<file path="config.mk">
export PLATFORM = sky130hd
export DESIGN_NAME = pipe_hazard_ctrl
export DESIGN_NICKNAME = d
export VERILOG_FILES = /design/src/rtl/pipe_hazard_ctrl.sv
export SDC_FILE = /design/constraint.sdc
export NUM_CORES = 1
export LEC_CHECK = 0
export CAP_MARGIN = 20
export CORE_MARGIN = 10
export CORE_UTILIZATION = 42
export DETAILED_ROUTE_END_ITERATION = 6
export PLACE_DENSITY = 0.82
export SYNTH_ARGS = -nofsm -noshare
export SYNTH_HDL_FRONTEND = slang
export SYNTH_SLANG_ARGS = --single-unit
</file>
<file path="constraint.sdc">
create_clock -name CLK -period 2.01 [get_ports CLK]
set_input_delay 0.201 -clock CLK [delete_from_list [all_inputs] [get_ports CLK]]
set_output_delay 0.201 -clock CLK [all_outputs]
set_load 0.005 [all_outputs]
</file>
<file path="src/rtl/pipe_hazard_ctrl.sv">
// rtl/pipe_hazard_ctrl.sv - pipeline hazard sequencer: stage enables/flushes, run/wait/halt FSM, perf counters
//
// Purpose:
//   Central sequencer for the PC and the four pipeline registers
//   (if_id, id_ex, ex_mem, mem_wb). It resolves data-cache stalls,
//   load-use hazards, MEM-stage redirects, fetch misses and halt into
//   per-stage enables and flushes. It also keeps saturating counts of
//   stall cycles and of redirects taken.
//
// Ports:
//   CLK, RST             clock (rising edge) and synchronous active-high reset
//   ihit, dhit           instruction / data access complete this cycle
//   mem_dren, mem_dwen   data read / write request of the instruction in MEM
//   mem_redirect         taken branch / jump / jr resolved in MEM
//   mem_halt             halt instruction in MEM
//   ex_dren, ex_wsel     load in EX and its destination register
//   id_rs, id_rt         source registers of the instruction in ID
//   pc_en, pipe1..4_en   PC and pipeline-register enables
//   flush1..3            if_id / id_ex / ex_mem flushes
//   dmem_busy, halted    FSM is in DWAIT / HALT
//   stall_cnt            saturating count of cycles with pc_en=0 outside HALT
//   flush_cnt            saturating count of redirects taken
module pipe_hazard_ctrl #(
  parameter int CNT_W = 16,
  parameter int REG_W = 5
) (
  input  logic             CLK,
  input  logic             RST,
  input  logic             ihit,
  input  logic             dhit,
  input  logic             mem_dren,
  input  logic             mem_dwen,
  input  logic             mem_redirect,
  input  logic             mem_halt,
  input  logic             ex_dren,
  input  logic [REG_W-1:0] ex_wsel,
  input  logic [REG_W-1:0] id_rs,
  input  logic [REG_W-1:0] id_rt,
  output logic             pc_en,
  output logic             pipe1_en,
  output logic             pipe2_en,
  output logic             pipe3_en,
  output logic             pipe4_en,
  output logic             flush1,
  output logic             flush2,
  output logic             flush3,
  output logic             dmem_busy,
  output logic             halted,
  output logic [CNT_W-1:0] stall_cnt,
  output logic [CNT_W-1:0] flush_cnt
);

  typedef enum logic [1:0] {
    S_RUN   = 2'd0,
    S_DWAIT = 2'd1,
    S_HALT  = 2'd2
  } state_t;

  state_t           r_state;
  state_t           w_next_state;
  logic [CNT_W-1:0] r_stall_cnt;
  logic [CNT_W-1:0] r_flush_cnt;

  logic w_dreq;
  logic w_dstall;
  logic w_lu;
  logic w_redirect_take;
  logic w_stall_inc;

  assign w_dreq   = mem_dren | mem_dwen;
  assign w_dstall = w_dreq & ~dhit;
  // Register zero is hard-wired, so a load targeting it never creates a hazard.
  assign w_lu     = ex_dren & (ex_wsel != '0) &
                    ((ex_wsel == id_rs) | (ex_wsel == id_rt));

  // Stage controls, highest priority first.
  always_comb begin
    pc_en           = 1'b1;
    pipe1_en        = 1'b1;
    pipe2_en        = 1'b1;
    pipe3_en        = 1'b1;
    pipe4_en        = 1'b1;
    flush1          = 1'b0;
    flush2          = 1'b0;
    flush3          = 1'b0;
    w_redirect_take = 1'b0;
    if (RST) begin
      pc_en    = 1'b0;
      pipe1_en = 1'b0;
      pipe2_en = 1'b0;
      pipe3_en = 1'b0;
      pipe4_en = 1'b0;
      flush1   = 1'b1;
      flush2   = 1'b1;
      flush3   = 1'b1;
    end else if (r_state == S_HALT || w_dstall) begin
      // Whole pipe frozen, nothing squashed.
      pc_en    = 1'b0;
      pipe1_en = 1'b0;
      pipe2_en = 1'b0;
      pipe3_en = 1'b0;
      pipe4_en = 1'b0;
    end else if (mem_redirect) begin
      // Squash the three wrong-path instructions; the MEM instruction retires
      // and the PC loads the target even if the current fetch has not completed.
      flush1          = 1'b1;
      flush2          = 1'b1;
      flush3          = 1'b1;
      w_redirect_take = 1'b1;
    end else if (w_lu) begin
      // Hold PC and if_id, insert a bubble into EX.
      pc_en    = 1'b0;
      pipe1_en = 1'b0;
      flush2   = 1'b1;
    end else if (!ihit) begin
      // Fetch outstanding: hold PC, bubble into ID.
      pc_en  = 1'b0;
      flush1 = 1'b1;
    end
  end

  always_comb begin
    w_next_state = r_state;
    case (r_state)
      S_RUN: begin
        if (w_dstall)      w_next_state = S_DWAIT;
        else if (mem_halt) w_next_state = S_HALT;
      end
      S_DWAIT: begin
        // The access completes this cycle; a halt waiting behind it is
        // clocked into mem_wb on the same edge.
        if (dhit) w_next_state = mem_halt ? S_HALT : S_RUN;
      end
      S_HALT:  w_next_state = S_HALT;
      default: w_next_state = S_RUN;
    endcase
  end

  assign w_stall_inc = ~pc_en & (r_state != S_HALT);

  always_ff @(posedge CLK) begin
    if (RST) begin
      r_state     <= S_RUN;
      r_stall_cnt <= '0;
      r_flush_cnt <= '0;
    end else begin
      r_state <= w_next_state;
      if (w_stall_inc && (r_stall_cnt != '1)) r_stall_cnt <= r_stall_cnt + CNT_W'(1);
      if (w_redirect_take && (r_flush_cnt != '1)) r_flush_cnt <= r_flush_cnt + CNT_W'(1);
    end
  end

  assign dmem_busy = ~RST & (r_state == S_DWAIT);
  assign halted    = ~RST & (r_state == S_HALT);
  assign stall_cnt = r_stall_cnt;
  assign flush_cnt = r_flush_cnt;

endmodule

</file>
; ---- Word level (Yosys, flattened, before mapping)
; Cells that the tools add are included.
; Widths: inputs -> output; s select.
[op_classes]
add_sub_neg = 2
n_eq_ne = 9
mux = 29
n_bitwise = 11
reduce_logical = 6
[ops]
columns = cell, count
row1 = $add 16x1->16 const B, 2
row2 = $ne 16x16->1 const B, 2
row3 = $mux 1, 24
row4 = $eq 5x5->1, 2
row5 = $mux 2, 4
row6 = $and 1x1->1, 6
row7 = $pmux 2 s3, 1
row8 = $reduce_bool 5->1, 1
row9 = $ne 2x2->1 const B, 2
row10 = $ne 3x3->1 const B, 1
row11 = $not 1->1, 3
row12 = $eq 2x1->1 const B, 1
row13 = $eq 2x2->1 const B, 1
row14 = $logic_and 1x1->1, 2
row15 = $logic_not 2->1, 1
row16 = $or 1x1->1, 2
row17 = $reduce_and 2->1, 1
row18 = $logic_or 1x1->1, 1
[word_totals]
register_bits = 34
inputBits = 24
out_inout_bits = 42
wordCells = 60

; ---- Longest topological paths before layout
; Gate-level depths: netlist of the first run.
[logic_depth]
depth_word = 10
mapped_depth = 8
ltp_nobuf = 7

; ---- Least setup slack after synthesis of the first run
; No wires, ideal clock.
[synth_timing]
path_kind = register -> register
startpoint = register r_state[1]
endpoint = register r_stall_cnt[9] (netlist: stall_cnt[9])
arrival_ns = 1.860
required_ns = 1.889
slack_ns = 0.029
path_stages_with_launch = 8
path_buffers = 1
period_less_slack_ns = 1.981
path_cell_list = dfxtp_1 > nor2b_2 > nor3_1 > o21ai_0 > a21oi_4 > buf_12 > nor4b_2 > mux2_4
[synth_via]
elab_chain_len = 7
[synth_lines]
columns = element, line_no
row1 = "start, declared", 59  ; state_t r_state;
row2 = "start signal, assigned", 147  ; r_state <= w_next_state;
row3 = $eq 2x2->1, 96  ; end else if (r_state == S_HALT || w_dstall) begin
row4 = $logic_or 1x1->1, 96
row5 = $mux 1, 96
row6 = $mux 1, 87  ; if (RST) begin
row7 = $not 1->1, 139  ; assign w_stall_inc = ~pc_en & (r_state != S_HALT);
row8 = $and 1x1->1 (*), 139
row9 = $logic_and 1x1->1 (*), 148  ; if (w_stall_inc && (r_stall_cnt != '1)) r_stall_cnt <= r_stall_cnt + CNT_W'(1);
row10 = "end signal, assigned", 148
row11 = "end, declared", 61  ; logic [CNT_W-1:0] r_stall_cnt;
; Mark *: on every way between the ends. The rest lies on a longest branch, timed or not.
; A chain may end at the register's enable or synchronous reset.

; ---- Worst setup path after layout of the first run
[layout_timing]
startpoint = input id_rt[2]
endpoint = register r_stall_cnt[3] (netlist: stall_cnt[3])
[layout_via]
elab_chain_len = 10
[layout_lines]
columns = element, line_no
row1 = "start, declared", 38  ; input logic [REG_W-1:0] id_rt,
row2 = $eq 5x5->1, 74  ; ((ex_wsel == id_rs) | (ex_wsel == id_rt));
row3 = $or 1x1->1, 74
row4 = $and 1x1->1, 73  ; assign w_lu = ex_dren & (ex_wsel != '0) &
row5 = $mux 1, 110  ; end else if (w_lu) begin
row6 = $mux 1, 103  ; end else if (mem_redirect) begin
row7 = $mux 1, 96
row8 = $mux 1, 87
row9 = $not 1->1, 139
row10 = $and 1x1->1, 139
row11 = $logic_and 1x1->1, 148
; Every way passes these cells.

==> flow_metrics.py, run 1 <==
metrics = {
    "status": {
        "status": "complete, no violations",
    },
    "global_routing": {
        "antenna_found_initial": 0,
        "grt_first_pass_wirelength_mm": 9.908,
        "overflow": 0,
        "track_usage": 0.1429,
        "grt_max_degree": 29,
        "grt_pass1_vias": 2094,
    },
    "pwr": {
        "p_sw_mw": 0.4506,
        "powerDensity_mw_per_mm2": 496.2,
        "swShare": 0.2821,
        "p_int_mw": 1.147,
        "pwr-share-comb": 0.221,
        "p_clk_frac": 0.346,
        "pwr-share-seq": 0.433,
        "vdd_drop_max_mv": 0.3208,
        "p_leak_nw": 1.117,
    },
    "sta": {
        "setup_violations": 0,
        "rsz0062_at_grt": "yes",
        "finalWorstSetupSlack_ns": 0.05725,
        "skew_ns": 0.006746,
        "setup-tns-final_ns": 0,
        "hold_ws_ns": 0.3811,
        "slew_headroom": 0.7229,
        "fin_crit_sh": 0.9715,
        "finalHoldViolations": 0,
        "drv_slew": 0,
        "worst_pin_slew_ns": 0.4138,
        "period_needed_ns": 1.953,
        "fmaxAchievable_mhz": 512.1,
    },
    "worst_setup_path": {
        "startpoint_type": "input port",
        "r2r_start": "stall_cnt[5]$_SDFFE_PP0P_",
        "rrSetupSlack_ns": 0.09,
        "criticalPathCategory": "in2reg",
        "startpoint": "id_rt[2]",
        "cp_max_fo": 12,
        "crit_path_end_kind": "flip-flop",
        "arrival_ns": 2.18,
        "r2r_cells": 6,
        "r2r_end": "stall_cnt[3]$_SDFFE_PP0P_",
        "cp.required_ns": 2.24,
        "crit_end": "stall_cnt[3]$_SDFFE_PP0P_",
    },
    "detailed_routing": {
        "drc": 0,
        "ant_nets": 0,
        "wl_mm": 6.275,
        "vias": 2137,
        "first_pass_iters": 4,
        "viasPerCell": 5.264,
        "drt_iter0_drc": 51,
        "wl_per_cell_um": 15.46,
    },
    "placement": {
        "gp_congestion": 0.8178,
        "place_inst": 394,
        "placed_cell_area_sq_mm": 0.003029,
        "place_ws_ns": -0.4881,
        "port-buffer-count": 65,
        "hpwl_mm": 4.571,
    },
    "synthesis": {
        "ys_types": 51,
        "synth_area_sq_mm": 0.002100,
        "synthesis.nets": 260,
        "ys_seq_elements": 34,
        "ys_seq_area_frac": 0.3242,
        "yosys_warnings": 0,
        "synthCells": 234,
        "avgSynthCellArea_sq_um": 8.972,
    },
    "layout": {
        "layout_commonest_cell": "clkdlybuf4s50_1",
        "fillCellCount": 411,
        "nets": 364,
        "drive_gt1_frac": 0.2832,
        "antenna_cells": 0,
        "final_cell_mix": "clkdlybuf4s50_1, buf_4, dfxtp_1",
        "final_cell_area_sq_mm": 0.003219,
        "area_growth_pct": 53.34,
        "fin_cells": 406,
    },
    "min_path": {
        "hp-class": "in2reg",
    },
    "cts": {
        "ctsHoldBuffers": 0,
        "cts_tree": "yes",
        "htreeDepth": 2,
        "clk_pin_slew_ns": 0.08,
        "cts_buffers": 5,
        "clock_latency_ns": 0.29,
        "cts_max_path_buffers": 2,
        "cts_root_buffer": "clkbuf_8",
        "cts_sinks": 34,
    },
    "floorplanning": {
        "die_w_um": 90.70,
        "io_pins": 66,
        "core_sq_mm": 0.004786,
        "die_h_um": 90.70,
        "dieArea_sq_mm": 0.008226,
        "core.rowCount": 25,
        "initial_core_util": 0.4387,
    },
    "flow_run": {
        "max-cap-violations": 0,
    },
}
[through the flow]
step,utilization,total power [mW]
global placement,0.6329,1.033
global route,0.6727,1.665
detailed placement,0.6329,1.039
finish,0.6727,1.597
floorplan,-,0.8728
CTS,0.6601,1.582
[kinds of logic after synthesis]
logic type | synth area share
and+or+nand+nor | 0.3010
DFF | 0.3242
AOI/OAI and AO/OA | 0.1883
buffers and inverters | 0.05125
adders and majority gates | 0.01192
xor gates and xnor gates | 0.08761
muxes | 0.03576
[power by group through the flow]
stage	registers [mW]	logic, mW	clock network [mW]
after detailed placement	0.708	0.331	0
after global placement	0.708	0.325	0
after floorplan	0.720	0.153	0
after global routing	0.694	0.379	0.592
final	0.692	0.353	0.553
after CTS	0.692	0.333	0.557
[per-layer routing]
| metal | global-route usage | routed length (um) |
|---|---|---|
| met1 | 0.1532 | 2549 |
| met2 | 0.2560 | 3252 |
| met3 | 0.04655 | 399 |
| met4 | 0.04775 | 74 |
| met5 | 0 | 0 |
[how the worst min path moves through the flow]
stage / slack [ns] / cells after the start / from / endpoint
after floorplan: 0.28 / 1 / dhit / r_state[0]$_SDFFE_PP0P_
after global placement: 0.47 / 2 / stall_cnt[12]$_SDFFE_PP0P_ / stall_cnt[12]$_SDFFE_PP0P_
after detailed placement: 0.49 / 2 / stall_cnt[12]$_SDFFE_PP0P_ / stall_cnt[12]$_SDFFE_PP0P_
after CTS: 0.38 / 3 / RST / flush_cnt[8]$_SDFFE_PP0P_
after global routing: 0.38 / 3 / RST / flush_cnt[4]$_SDFFE_PP0P_
final: 0.38 / 3 / RST / flush_cnt[5]$_SDFFE_PP0P_
[synth_stat cells, drive strengths merged]
cell type	count	area [sq um]
or4b	1	10.01
o21a	1	7.510
a31o	1	17.52
or3	6	37.54
nor3	3	20.02
nand2b	3	18.77
a21oi	18	135.1
a21boi	1	7.510
nor2	30	115.1
inv	4	15.01
xor2	3	26.28
nand4	5	31.28
nor3b	1	7.510
nor4	4	43.80
or3b	1	8.760
o21ba	1	10.01
dfxtp	34	680.7
and4	4	37.54
clkbuf	3	11.26
o31ai	8	95.09
mux2	5	75.07
o21ai	10	61.31
ha	2	25.02
a21o	1	7.510
o41ai	1	8.760
and2	1	8.760
nor4b	2	30.03
or4	9	67.56
nand3	15	75.07
nand2	15	56.30
o22ai	1	6.260
o21bai	2	15.01
and3	3	23.77
o211ai	2	15.01
o22a	1	8.760
xnor2	18	157.7
nor2b	6	40.04
buf	8	81.33
[layout make-up]
| cell class | instances | area (sq um) | area share |
|---|---|---|---|
| flip-flops and latches | 34 | 680.7 | 0.2114 |
| clock inverters | 2 | 12.51 | 0.003887 |
| repair buffers | 107 | 970.9 | 0.3016 |
| inverters | 4 | 15.01 | 0.004664 |
| well taps | 67 | 83.83 | 0.02604 |
| multi-input cells | 186 | 1374 | 0.4267 |
| clock buffers | 6 | 82.58 | 0.02565 |
[state kept, by name (all words and copies together), names as in the netlist]
register	cells
flush_cnt	16
stall_cnt	16
r_state	2
[critical path, cell delays in order]
cell             delay [ns]
clkdlybuf4s50_1        0.48
xnor2_1                0.14
nand3_1                0.12
o22ai_2                0.18
buf_4                  0.15
a21oi_4                0.08
buf_12                 0.16
or4_1                  0.52
a21oi_1                0.15
[timing repair]
| action | 4_1_cts | 5_1_grt |
|---|---|---|
| cloned | 0 | 2 |
| endpoints found under the setup margin | 21 | 23 |
| endpoints found under the hold margin | 0 | 0 |
| gates resized for setup | 16 | 10 |
| pin swaps | 3 | 2 |
| setup buffers | 1 | 1 |
Power figures use the tool's default switching activity.
==> inputs of run 2 (changes only) <==
- CORE_ASPECT_RATIO: not set -> 1.25
- HOLD_SLACK_MARGIN: not set -> 0.15
==> flow_metrics.py, run 2 (synthesis gave the netlist of run 1 again) <==
metrics = {
    "detailed_routing": {
        "routed.top_layer": "met4",
        "viasPerCell": 5.333,
        "drc": 0,
        "wl_met2_mm": 3.357,
        "wl_per_cell_um": 15.80,
        "first_pass_iters": 4,
        "wirelength_met1_mm": 2.541,
        "vias": 2149,
        "met3_wirelength_um": 353,
        "ant_nets": 0,
        "drt_iter0_drc": 87,
        "wl_mm": 6.366,
    },
    "pwr": {
        "total_power_mw": 1.607,
        "p_sw_mw": 0.4440,
        "p_clk_frac": 0.334,
        "pwr-share-comb": 0.233,
        "vdd_drop_max_mv": 0.3602,
        "powerDensity_mw_per_mm2": 481.7,
        "p_int_mw": 1.163,
        "swShare": 0.2762,
        "pwr-share-seq": 0.433,
        "p_leak_nw": 1.183,
    },
    "sta": {
        "worst_pin_slew_ns": 0.4689,
        "fin_crit_sh": 0.9793,
        "setup-tns-final_ns": 0,
        "rsz0062_at_grt": "yes",
        "period_needed_ns": 1.968,
        "finalWorstSetupSlack_ns": 0.04170,
        "drv_slew": 0,
        "setup_violations": 0,
        "hold_ws_ns": 0.3445,
        "slew_headroom": 0.6860,
        "finalHoldViolations": 0,
        "skew_ns": 0.005011,
        "fmaxAchievable_mhz": 508.1,
    },
    "layout": {
        "area_growth_pct": 58.94,
        "nets": 368,
        "drive_gt1_frac": 0.3294,
        "layout_commonest_cell": "clkdlybuf4s50_1",
        "fillCellCount": 381,
        "final_cell_mix": "clkdlybuf4s50_1, buf_4, dfxtp_1",
        "utilization": 0.6953,
        "fin_cells": 403,
        "final_cell_area_sq_mm": 0.003337,
        "antenna_cells": 0,
    },
    "cts": {
        "clk_pin_slew_ns": 0.07,
        "cts_max_path_buffers": 2,
        "cts_tree": "yes",
        "htreeDepth": 2,
        "cts_root_buffer": "clkbuf_8",
        "cts_buffers": 5,
        "cts_sinks": 34,
        "clock_latency_ns": 0.28,
    },
    "placement": {
        "place_inst": 385,
        "hpwl_mm": 4.568,
        "port-buffer-count": 65,
        "place_ws_ns": -0.4871,
        "placed_cell_area_sq_mm": 0.003005,
        "gp_congestion": 0.7906,
    },
    "worst_setup_path": {
        "critical_path.max_stage_delay_ns": 0.54,
        "cp_max_fo": 7,
        "cp.required_ns": 2.18,
        "cp_num_buf_inv": 2,
        "crit_path_end_kind": "flip-flop",
        "startpoint": "ex_wsel[2]",
        "r2r_start": "stall_cnt[5]$_SDFFE_PP0P_",
        "criticalPathCategory": "in2reg",
        "rrSetupSlack_ns": 0.07,
        "arrival_ns": 2.14,
        "critical_path.top_delay_family": "simple AND/OR/NAND/NOR gates",
        "startpoint_type": "input port",
        "crit_chain": "dlygate4sd2_1 > or4_4 > o21ai_4 > nor2_2 > a21oi_4 > clkbuf_16 > nor3_2 > mux2_4",
        "critPathSlowestCell": "or4_4",
    },
    "global_routing": {
        "antenna_found_initial": 0,
        "grt_pass1_vias": 2137,
        "overflow": 0,
        "track_usage": 0.1408,
        "grt_max_degree": 32,
        "grt_first_pass_wirelength_mm": 10.03,
    },
    "floorplanning": {
        "die_h_um": 99.05,
        "initial_core_util": 0.4374,
        "core.rowCount": 28,
        "io_pins": 66,
        "core_sq_mm": 0.004800,
        "dieArea_sq_mm": 0.008245,
        "die_w_um": 83.24,
    },
    "status": {
        "status": "complete, no violations",
    },
    "flow_run": {
        "max-cap-violations": 0,
    },
    "min_path": {
        "hold_path_startpoint": "RST",
        "hp-class": "in2reg",
    },
}
==> run 2: cell count changes in the layout (fill, tap and decap cells not counted), sizes merged <==
| cell | previous run | this run |
|---|---|---|
| dlymetal6s2s | 0 | 2 |
| clkbuf | 9 | 7 |
| dlygate4sd2 | 8 | 6 |
| buf | 42 | 49 |
| clkdlybuf4s15 | 0 | 1 |
| clkdlybuf4s50 | 54 | 52 |
==> run 2: final timing paths <==
check | end | depth (start not counted)
worst max-delay path | stall_cnt[15]$_SDFFE_PP0P_ | 8
worst min-delay path | stall_cnt[10]$_SDFFE_PP0P_ | 3
worst max register to register | stall_cnt[9]$_SDFFE_PP0P_ | 6
worst min register to register | stall_cnt[12]$_SDFFE_PP0P_ | 2
==> run 2: power groups by stage <==
stage | sequential, mW | combinational [mW] | clock (mW)
after floorplan | 0.720 | 0.153 | 0
after global placement | 0.708 | 0.317 | 0
after detailed placement | 0.708 | 0.326 | 0
after CTS | 0.693 | 0.350 | 0.552
after global routing | 0.697 | 0.405 | 0.572
final | 0.695 | 0.375 | 0.537
==> run 2: routing by layer <==
layer  GRT usage  up-vias
li1            -     1064
met1      0.1507     1022
met2      0.2560       53
met3     0.04942       10
met4     0.03543        0
met5           0        -
==> run 2: area by class of cell <==
| cell class | count | area (sq um) | share of cell area |
|---|---|---|---|
| well taps | 60 | 75.07 | 0.02250 |
| clock buffers | 6 | 82.58 | 0.02475 |
| inverters | 4 | 15.01 | 0.004499 |
| clock inverters | 2 | 12.51 | 0.003750 |
| flip-flops and latches | 34 | 684.4 | 0.2051 |
| multi-input cells | 186 | 1443 | 0.4323 |
| repair buffers | 111 | 1025 | 0.3071 |
==> run 2: repair_timing <==
| action | in CTS | in global routing |
|---|---|---|
| setup endpoints to repair | 18 | 23 |
| hold buffers | 0 | 0 |
| gates resized for setup | 30 | 23 |
| gates cloned | 1 | 2 |
| pin swaps | 2 | 13 |
| buffers inserted | 6 | 1 |
==> run 2: worst min-delay path: stages <==
cell and delay, ns:
buf_2 0.12, buf_4 0.21, a21oi_2 0.04
==> variant 1 (config.mk and constraints of run 2) <==
`REG_W`: 5 -> 4.
--- a/src/rtl/pipe_hazard_ctrl.sv
+++ b/src/rtl/pipe_hazard_ctrl.sv
@@ -23,5 +23,5 @@
 module pipe_hazard_ctrl #(
   parameter int CNT_W = 16,
-  parameter int REG_W = 5
+  parameter int REG_W = 4
 ) (
   input  logic             CLK,
Interface: changed (resized ex_wsel, id_rs and id_rt); port bits go from 66 to 63. No check against the original RTL was run, so the function may have changed too.
==> variant 1 against run 2 <==
Clock power is 0.9% higher; total power is 0.52% higher; global-route usage rose by 0.76 points; critical endpoint is now stall_cnt[6]; cell area is 5.5% lower; routed wire length fell by 1.6%; worst setup slack hardly changed; clock skew rose by 0.00087 ns; largest power group unchanged; sequential cell count stayed put; area after synthesis down 7.6%; sequential share of layout area grew 1.2 points; highest routed layer unchanged.
==> variant 1: results <==
[logic_synthesis]
synthTopCellsByArea = dfxtp_1 (35%), nor2_1 (6.8%), xnor2_1 (6.8%)
yosysSeqAreaShare_pct = 35.1
synthAdderAreaFrac_pct = 1.29
synth_compound_gate_area_share_pct = 16.1
muxShareOfSynthArea_pct = 2.26

[drt]
drt_first_iter_violations = 71
viasPerCell = 5.41
firstDrtPassIters = 6
wl_met3_um = 479

[grt]
grt_pass1_vias = 2077
grt_usage_pct = 14.8
grt_pass1_wl_um = 9250
gr-usage-met1_pct = 14.2
grt_use_met2_pct = 28.7
grt_use_met3_pct = 5.32

[place]
portBuffers = 62
placed_cell_area_um2 = 2910
dpl.cell_count = 390
dp_hpwl_um = 4600

[timing]
skew_ns = 0.00588
worst_pin_slew_ns = 0.445

[worst_setup_path]
worst-path-max-fanout = 6
cp_slowest_cell = dfxtp_1
arrival_ns = 2.19

[finish]
final_cells = 402
fin_nets = 366

[outcome]
status = complete, no violations

[power_and_ir_drop]
peakVddDrop_mv = 0.294
==> variant 1: area by class of cell <==
type,instances,area share [%]
tap,58,2.30
clock buffer,6,2.62
timing repair buffer,110,31.3
multi-input combinational,186,40.9
clock inverter,2,0.397
sequential,34,21.7
inverter,6,0.715
==> variant 1: repair_timing <==
item | 4_1_cts | 5_1_grt
gates resized for setup | 16 | 32
setup buffers | 3 | 1
cloned | 0 | 0
hold buffers | 0 | 0
pin swaps | 6 | 12
setup endpoints to repair | 16 | 27
==> variant 1: per-stage QoR <==
step | total power, W | TNS, ns
global placement | 0.00105 | -5.55
CTS | 0.00160 | 0
finish | 0.00162 | 0
floorplan | 0.000860 | 0
global route | 0.00168 | -0.453
detailed placement | 0.00106 | -7.20
==> variant 1: worst register-to-register path, delay by kind of cell, from the launching register on <==
kind                   cells  cell delay (ns)
flip-flops                 1             0.41
buffers and inverters      1             0.16
AND/OR/NAND/NOR            4             1.06
AO/OA/AOI/OAI              2             0.28
==> variant 1: where the power goes <==
group          total, W  leakage, nW  internal, W  switching [W]
registers      0.000701        0.276     0.000689      0.0000125
clock network  0.000542       0.0472     0.000275       0.000267
logic          0.000372        0.927     0.000199       0.000173
total           0.00162         1.25      0.00116       0.000452
==> variant 1: path summary, 6_finish.rpt <==
check           startpoint            end  slack (ns)  cells after the start
min          flush_cnt[13]  flush_cnt[13]        0.51                      2
min reg2reg  flush_cnt[13]  flush_cnt[13]        0.51                      2
max reg2reg     r_state[1]   stall_cnt[6]        0.04                      7
max             r_state[1]   stall_cnt[6]        0.04                      7
==> variant 1: logic make-up after synthesis <==
group,after synthesis
AND/OR/NAND/NOR,112
XOR/XNOR,24
multiplexers,4
flip-flops,34
AO/OA/AOI/OAI,44
adder cells (fa/ha/maj),2
buffers and inverters,16
==> variant 2 (flow settings as in run 2) <==
Without the edit above. Reset style: asynchronous (`RST`), changed in one clocked block. Comments in the files are not updated.
--- a/src/rtl/pipe_hazard_ctrl.sv
+++ b/src/rtl/pipe_hazard_ctrl.sv
@@ -139,5 +139,5 @@
   assign w_stall_inc = ~pc_en & (r_state != S_HALT);
 
-  always_ff @(posedge CLK) begin
+  always_ff @(posedge CLK or posedge RST) begin
     if (RST) begin
       r_state     <= S_RUN;
Behaviour: differs if RST is asserted again (counterexample within 4 cycles, from zero or initial values and one cycle with RST high); with RST held inactive, the same outputs for 10 cycles.
==> variant 2 against run 2 <==
Utilization shrank 0.44 points; register-to-register slack gained 0.09 ns; area after synthesis shrank 12%; cell area shrank 14%; count of clock-buffer cells in the layout is the same; routed wire length shrank 18%; sequential cell count is the same; sequential share of layout area grew 9.1 points; worst setup slack gained 0.0017 ns.
Power is not compared: it rests on default switching activity, and its combinational part moved more than twofold at a synthesized area within 25%.
==> variant 2: results <==
[finish]
fin_nets = 306
num-multi-input-gates = 144
multi_input_area_um2 = 1000
drive_gt1_share_pct = 19.9
buffer_area_share_pct = 29.2
nNonClkInverters = 3
nonClockBufferCount = 92
seqCellArea_um2 = 851
n_fill_cell = 338
clk_share_pct = 3.31
final_cells = 337
utilization_pct = 69.1

[timing]
maxSlewHeadroom_pct = 75.1
skew_ns = 0.00822
period_needed_ns = 1.97

[drt]
viasPerCell = 5.12
wl_met2_um = 2850
wl_met3_um = 265
met1_length_um = 2020
drt_first_iter_violations = 74
wire_per_inst_um = 15.6

[logic_synthesis]
yosysSeqAreaShare_pct = 45.9
synth_common_cells = xnor2_1 (35), dfrtp_1 (34), nand3_1 (19)
synth_compound_gate_area_share_pct = 6.14
ys.flop_type = dfrtp_1
syn_inst = 186
syn_nets = 212
muxShareOfSynthArea_pct = 1.22
synth_xor_area_share_pct = 18.0
synthTopCellsByArea = dfrtp_1 (46%), xnor2_1 (17%), nand3_1 (5.1%)
synthAdderAreaFrac_pct = 1.35
synth_cell_types = 33

[worst_hold_path]
hp-class = input pin to async pin

[floorplan]
die_w_um = 79.4

[worst_setup_path]
r2r_setup_slack_ns = 0.16
critPathCapture = pc_en
reg2reg_to = flush_cnt[1]
worst-path-max-fanout = 2
worstReg2RegStart = flush_cnt[6]
reg2regPathDepth = 5

[outcome]
status = complete, no violations

[grt]
grt_pass1_vias = 1785
grt_pass1_wl_um = 8670
grt_usage_pct = 14.4
grt_max_degree = 27

[place]
dpl.cell_count = 326
globalplace.congestion = 0.835
placed_cell_area_um2 = 2720
dp_slack_ns = -0.516

[clock_network]
cts_setup_buffers = 1
cts-resized-gates = 23
clock_latency_ns = 0.28
[variant 2: power by group through the flow]
stage                     combinational, W  clock (W)  sequential, W
final                             0.000862   0.000525       0.000975
after global placement            0.000828          0       0.000977
after global routing              0.000954   0.000565        0.00100
after CTS                         0.000854   0.000535       0.000972
after detailed placement          0.000849          0       0.000982
after floorplan                   0.000392          0       0.000960
[variant 2: metal layers]
| layer | global-route usage (%) | up-vias |
|---|---|---|
| li1 | - | 842 |
| met1 | 14.8 | 838 |
| met2 | 26.4 | 38 |
| met3 | 4.41 | 9 |
| met4 | 5.69 | 0 |
| met5 | 0 | - |
[variant 2: worst min-delay path by stage]
stage	from	end	slack (ns)	cells after the start
after floorplan	RST	flush_cnt[0]	0.15	1
after global placement	flush_cnt[9]	flush_cnt[9]	0.48	1
after detailed placement	flush_cnt[9]	flush_cnt[9]	0.49	1
after CTS	RST	flush_cnt[0]	0.33	3
after global routing	RST	flush_cnt[13]	0.37	3
final	RST	flush_cnt[1]	0.34	3
